### config.mk
export PLATFORM = sky130hd
export DESIGN_NAME = button_event_gen
export DESIGN_NICKNAME = d
export VERILOG_FILES = /design/src/rtl/button_event_gen.sv
export SDC_FILE = /design/constraint.sdc
export NUM_CORES = 1
export LEC_CHECK = 0
export BUFFER_PORTS_ARGS = -buffer_cell sky130_fd_sc_hd__buf_2
export CAP_MARGIN = 20
export CORE_ASPECT_RATIO = 1.5
export CORE_MARGIN = 10
export CORE_UTILIZATION = 50
export CTS_CLUSTER_SIZE = 16
export DETAILED_ROUTE_END_ITERATION = 12
export PLACE_DENSITY = 0.7
export SYNTH_ARGS = -nofsm -noshare
export SYNTH_HDL_FRONTEND = slang
export SYNTH_SLANG_ARGS = --single-unit
### constraint.sdc
create_clock -name i_clk -period 2.2 [get_ports i_clk]
set_input_delay 0.22 -clock i_clk [delete_from_list [all_inputs] [get_ports i_clk]]
set_output_delay 0.22 -clock i_clk [all_outputs]
set_load 0.005 [all_outputs]
### src/rtl/button_event_gen.sv
// rtl/button_event_gen.sv - debounced button levels to press/release/long/repeat pulses and event stream
module button_event_gen #(
  parameter int p_PORT_WIDTH    = 4,
  parameter int p_LONG_CLOCKS   = 2**24,
  parameter int p_REPEAT_CLOCKS = 2**22
) (
  input  logic                    i_clk,
  input  logic                    i_rstn,
  input  logic [p_PORT_WIDTH-1:0] in_btn,
  output logic [p_PORT_WIDTH-1:0] on_press,
  output logic [p_PORT_WIDTH-1:0] on_release,
  output logic [p_PORT_WIDTH-1:0] on_long,
  output logic [p_PORT_WIDTH-1:0] on_repeat,
  output logic                    o_evt_valid,
  input  logic                    i_evt_ready,
  output logic [((p_PORT_WIDTH > 1) ? $clog2(p_PORT_WIDTH) : 1)-1:0] on_evt_chan,
  output logic [1:0]              on_evt_type,
  output logic                    o_overflow,
  input  logic                    i_ovf_clr
);

  localparam int CHW  = (p_PORT_WIDTH > 1) ? $clog2(p_PORT_WIDTH) : 1;
  localparam int MAXC = (p_LONG_CLOCKS > p_REPEAT_CLOCKS) ? p_LONG_CLOCKS : p_REPEAT_CLOCKS;
  localparam int CNTW = $clog2(MAXC);
  localparam logic [CNTW-1:0] LONG_LAST   = CNTW'(p_LONG_CLOCKS - 1);
  localparam logic [CNTW-1:0] REPEAT_LAST = CNTW'(p_REPEAT_CLOCKS - 1);

  typedef enum logic [1:0] {ST_IDLE, ST_HELD, ST_LONG} state_t;

  // Next-cycle pulse values; registered into the on_* outputs.
  logic [p_PORT_WIDTH-1:0] press_d, release_d, long_d, repeat_d;

  for (genvar c = 0; c < p_PORT_WIDTH; c++) begin : g_chan
    state_t          state_q, state_d;
    logic [CNTW-1:0] cnt_q, cnt_d;
    logic            prev_q;
    logic            press_l, release_l, long_l, repeat_l;

    // Per-channel state, hold counter and previous level.
    always_ff @(posedge i_clk or negedge i_rstn) begin
      if (!i_rstn) begin
        state_q <= ST_IDLE;
        cnt_q   <= '0;
        prev_q  <= 1'b0;
      end else begin
        state_q <= state_d;
        cnt_q   <= cnt_d;
        prev_q  <= in_btn[c];
      end
    end

    // Press detection, hold timing; a release beats a same-cycle threshold.
    always_comb begin
      state_d   = state_q;
      cnt_d     = cnt_q;
      press_l   = 1'b0;
      release_l = 1'b0;
      long_l    = 1'b0;
      repeat_l  = 1'b0;
      case (state_q)
        ST_IDLE: begin
          if (in_btn[c] && !prev_q) begin
            press_l = 1'b1;
            cnt_d   = '0;
            state_d = ST_HELD;
          end
        end
        ST_HELD: begin
          if (!in_btn[c]) begin
            release_l = 1'b1;
            cnt_d     = '0;
            state_d   = ST_IDLE;
          end else if (cnt_q == LONG_LAST) begin
            long_l  = 1'b1;
            cnt_d   = '0;
            state_d = ST_LONG;
          end else begin
            cnt_d = cnt_q + 1'b1;
          end
        end
        ST_LONG: begin
          if (!in_btn[c]) begin
            release_l = 1'b1;
            cnt_d     = '0;
            state_d   = ST_IDLE;
          end else if (cnt_q == REPEAT_LAST) begin
            repeat_l = 1'b1;
            cnt_d    = '0;
          end else begin
            cnt_d = cnt_q + 1'b1;
          end
        end
        default: begin
          state_d = ST_IDLE;
          cnt_d   = '0;
        end
      endcase
    end

    assign press_d[c]   = press_l;
    assign release_d[c] = release_l;
    assign long_d[c]    = long_l;
    assign repeat_d[c]  = repeat_l;
  end

  // Pending bits indexed by event type code: [0] press, [1] release, [2] long, [3] repeat.
  logic [p_PORT_WIDTH-1:0][3:0] pend_q, pend_d, new_evt, clr_mask;
  logic                         sel_found, load, lost;
  logic [CHW-1:0]               sel_chan;
  logic [1:0]                   sel_type;

  assign load = !o_evt_valid || i_evt_ready;

  // Gather this cycle's new events per channel.
  always_comb begin
    new_evt = '0;
    for (int c = 0; c < p_PORT_WIDTH; c++) begin
      new_evt[c] = {repeat_d[c], long_d[c], release_d[c], press_d[c]};
    end
  end

  // Pick the lowest channel with pending work; press > release > long > repeat.
  always_comb begin
    sel_found = 1'b0;
    sel_chan  = '0;
    sel_type  = 2'd0;
    for (int c = p_PORT_WIDTH - 1; c >= 0; c--) begin
      if (|pend_q[c]) begin
        sel_found = 1'b1;
        sel_chan  = CHW'(c);
        if (pend_q[c][0])      sel_type = 2'd0;
        else if (pend_q[c][1]) sel_type = 2'd1;
        else if (pend_q[c][2]) sel_type = 2'd2;
        else                   sel_type = 2'd3;
      end
    end
  end

  // Clear the bit being moved into the output register; flag pulses hitting an occupied bit.
  always_comb begin
    clr_mask = '0;
    if (load && sel_found) begin
      clr_mask[sel_chan][sel_type] = 1'b1;
    end
    pend_d = (pend_q & ~clr_mask) | new_evt;
    lost   = |(new_evt & pend_q & ~clr_mask);
  end

  // Registered pulses, pending set, stream output word and sticky overflow.
  always_ff @(posedge i_clk or negedge i_rstn) begin
    if (!i_rstn) begin
      on_press    <= '0;
      on_release  <= '0;
      on_long     <= '0;
      on_repeat   <= '0;
      pend_q      <= '0;
      o_evt_valid <= 1'b0;
      on_evt_chan <= '0;
      on_evt_type <= 2'd0;
      o_overflow  <= 1'b0;
    end else begin
      on_press   <= press_d;
      on_release <= release_d;
      on_long    <= long_d;
      on_repeat  <= repeat_d;
      pend_q     <= pend_d;
      if (load) begin
        o_evt_valid <= sel_found;
        if (sel_found) begin
          on_evt_chan <= sel_chan;
          on_evt_type <= sel_type;
        end
      end
      o_overflow <= lost || (o_overflow && !i_ovf_clr);
    end
  end

endmodule
==> results.json <==
{
  "run_status": "finished, violations left",
  "violations": "setup timing",
  "clock_skew_ns": 0.0134,
  "drive_above_1_share": 0.312,
  "fmax_mhz": 411,
  "cp_max_fo": 5,
  "area_growth_pct": 38.4,
  "totalWireLength_um": 22800,
  "met2_length_um": 12200,
  "vias": 7763,
  "async_reset_ff_frac": 1.00,
  "overflow": 0,
  "post-route-min-period_ns": 2.43,
  "drt-pass1-iter-count": 5,
  "ys_warn_count": 0,
  "ys_seq_elements": 146,
  "synth_ff_type": "dfrtp_1",
  "io_pins": 30,
  "slew_violations": 0,
  "synth_cell_types": 71,
  "route.met3.wl_um": 1100,
  "top_layer_used": "met5",
  "cts_buffers": 17,
  "synth_cells": 900,
  "rsz0062_at_grt": "yes",
  "die_width_um": 123,
  "netlist_area_sq_um": 7960,
  "fin_crit_sh": 1.11,
  "vdd_drop_max_uv": 520,
  "clockRootBuffer": "clkbuf_16",
  "cts.path.max_buffers": 2,
  "cp.arrival_ns": 2.74,
  "grt_pass1_vias": 7435,
  "grt_max_degree": 61,
  "track_usage": 0.198,
  "nNetsFinal": 1112,
  "n_antenna_cell": 0,
  "cts_sinks": 146,
  "final_cell_count_no_fill": 1302,
  "p_leak_nw": 4.88,
  "power_density_nw_per_um2": 848,
  "place_hpwl_um": 14400,
  "synth_fp_nets": 924,
  "portBuffers": 29,
  "tns_ns": -2.67,
  "slew_headroom": 0.409,
  "fin_ws_ns": -0.235,
  "m1WireLength_um": 8660,
  "htree_levels": 4,
  "clk_latency_ns": 0.43,
  "fill_cells": 1154,
  "hold_viol_final": 0,
  "yosysSeqAreaShare": 0.459,
  "globalplace.congestion": 0.938,
  "cap_viol_max_count": 0,
  "drc": 0,
  "core_sq_um": 15600,
  "postRouteAntennaNets": 0,
  "dp.cells": 1237,
  "crit_type": "reg -> reg",
  "hold_class": "in -> async",
  "start_util": 0.509,
  "cp_data_required_time_ns": 2.50,
  "dieHeight_um": 175,
  "synth_top_area_frac": 0.459,
  "cts_tree": "done",
  "antenna_found_initial": 1,
  "drt-vias-per-instance": 5.96,
  "clk_pin_slew_ns": 0.06,
  "worst_pin_slew_ns": 0.876,
  "drt_iter0_markers": 543,
  "wl_per_cell_um": 17.5,
  "cp-end-kind": "register",
  "grt_pass1_wl_um": 35000,
  "start_kind": "register",
  "setup_viol": 29,
  "rows": 56,
  "ys_top_cells_by_area": "dfrtp_1, nand2_1, o21ai_0, o31ai_1, nand3_1",
  "syn_area_per_cell_sq_um": 8.84,
  "synth_top_area_cell": "dfrtp_1",
  "dieArea_sq_um": 21500,
  "synth_edf_count": 0
}
[cell usage after synthesis (all sizes together) (2+ instances only)]
cell type and count:
o22ai 4, nor4b 2, and3 27, nor3 21
o31ai 42, nor2b 19, or4 9, a21o 14
or3 6, o311ai 2, nand4 19, xor2 8
o21bai 2, nand3 50, a311oi 2, and2 15
xnor2 3, nand2b 23, buf 15, a31oi 11
nand3b 3, o21ai 120, o211ai 2, nor2 55
nor4 17, o21a 5, inv 26, nand2 128
dfrtp 146, nor3b 3, and4 3, ha 16
o221ai 4, or2 7, o41ai 6, clkbuf 17
a21oi 25, a22o 5
[layout make-up]
class / count / area [sq um] / area share
clock inverter: 10 / 184 / 0.0167
inverter: 26 / 97.6 / 0.00886
clock buffer: 20 / 447 / 0.0406
multi-input combinational: 696 / 4700 / 0.427
timing repair buffer: 201 / 1680 / 0.152
sequential: 146 / 3650 / 0.332
tap: 203 / 254 / 0.0231
[critical path, stage by stage (launching register included)]
cell and delay (ns):
dfrtp_1 0.39, ha_4 0.18, nand3_4 0.08, or4_4 0.60
o31ai_4 0.29, or2_4 0.28, buf_12 0.16, nor2_1 0.05
o21ai_1 0.17, o31ai_1 0.11
[report_power, final]
part	leakage, nW	switching [mW]	internal, mW	total (mW)
Sequential	1.96	0.133	2.88	3.01
Combinational	2.62	1.80	1.38	3.19
Clock	0.302	1.12	2.03	3.14
Total	4.88	3.05	6.29	9.34
[per-stage QoR]
step | cell area [sq um] | total power [mW] | hold WS, ns | setup slack [ns] | utilization
3_3_place_gp | 9330 | 5.60 | 0.161 | -0.160 | 0.597
5_1_grt | 11000 | 9.82 | 0.292 | -0.298 | 0.705
2_1_floorplan | 7980 | 4.53 | -0.0756 | -0.0650 | -
6_report | 11000 | 9.34 | 0.264 | -0.235 | 0.705
3_5_place_dp | 9330 | 5.63 | 0.159 | -0.222 | 0.597
4_1_cts | 10200 | 8.88 | 0.000967 | -0.133 | 0.651
[state kept, by name (all words and copies together), names as in the netlist]
| register | cells |
|---|---|
| g_chan.cnt_q | 96 |
| g_chan.prev_q | 4 |
| g_chan.state_q | 8 |
| o_evt_valid | 1 |
| o_overflow | 1 |
| on_evt_chan | 2 |
| on_evt_type | 2 |
| on_long | 4 |
| on_press | 4 |
| on_release | 4 |
| on_repeat | 4 |
| pend_q | 16 |
[path summary, 6_finish.rpt]
kind,startpoint,end,slack (ns),depth (start not counted)
min in group i_clk,i_evt_ready,on_evt_chan[0],0.38,4
setup / recovery,g_chan[1].cnt_q[0],g_chan[1].cnt_q[4],-0.23,9
setup reg to reg,g_chan[1].cnt_q[0],g_chan[1].cnt_q[4],-0.23,9
hold reg to reg,on_evt_type[0],on_evt_type[0],0.48,2
max in group asynchronous,i_rstn,g_chan[0].cnt_q[15],1.25,3
hold / removal,i_rstn,g_chan[2].cnt_q[11],0.26,2
[layer usage]
metal,track usage,vias up
met3,0.0428,72
met4,0.0828,2
met1,0.229,3775
met5,0,-
met2,0.343,236
li1,-,3678
[repair_timing]
| item | CTS | global route |
|---|---|---|
| gates resized for setup | 25 | 152 |
| buffers inserted | 3 | 21 |
| pin swaps | 6 | 57 |
| hold buffers | 4 | 1 |
| endpoints found under the setup margin | 29 | 103 |
| gates cloned | 2 | 7 |
| endpoints found under the hold margin | 40 | 1 |
[logic make-up after synthesis]
family,after synthesis,synth area share
AOI/OAI and AO/OA,258,0.206
buffers and inverters,58,0.0308
muxes,1,0.00126
and+or+nand+nor,410,0.265
adders and majority gates,16,0.0252
DFF,146,0.459
xor gates and xnor gates,11,0.0121
[cell usage in the layout (no fill, tap or decap), types with 5 or more instances in the layout]
cell type,Yosys,routed
a21oi_2,0,5
xor2_1,8,8
a31oi_1,11,9
and2_1,11,11
nor3_2,1,7
o31ai_2,2,9
a22o_1,5,5
a21oi_1,25,20
nor4_4,1,7
dlygate4sd3_1,0,5
nand2b_1,23,22
and3_1,27,25
nand2_1,128,124
o31ai_1,40,31
nor4_1,13,7
buf_2,13,28
buf_6,1,15
nor2_1,55,49
ha_1,16,11
nor2b_1,19,18
nand4_1,19,19
nor3_1,20,10
o21ai_0,91,58
nand3_1,49,43
o21ai_2,0,21
buf_12,0,5
o21ai_1,29,39
a21o_1,14,14
buf_4,1,142
inv_1,25,25
bufinv_16,0,5
or4_4,1,5
clkbuf_16,0,22
dfrtp_1,146,146
(Power assumes the default switching activity.)
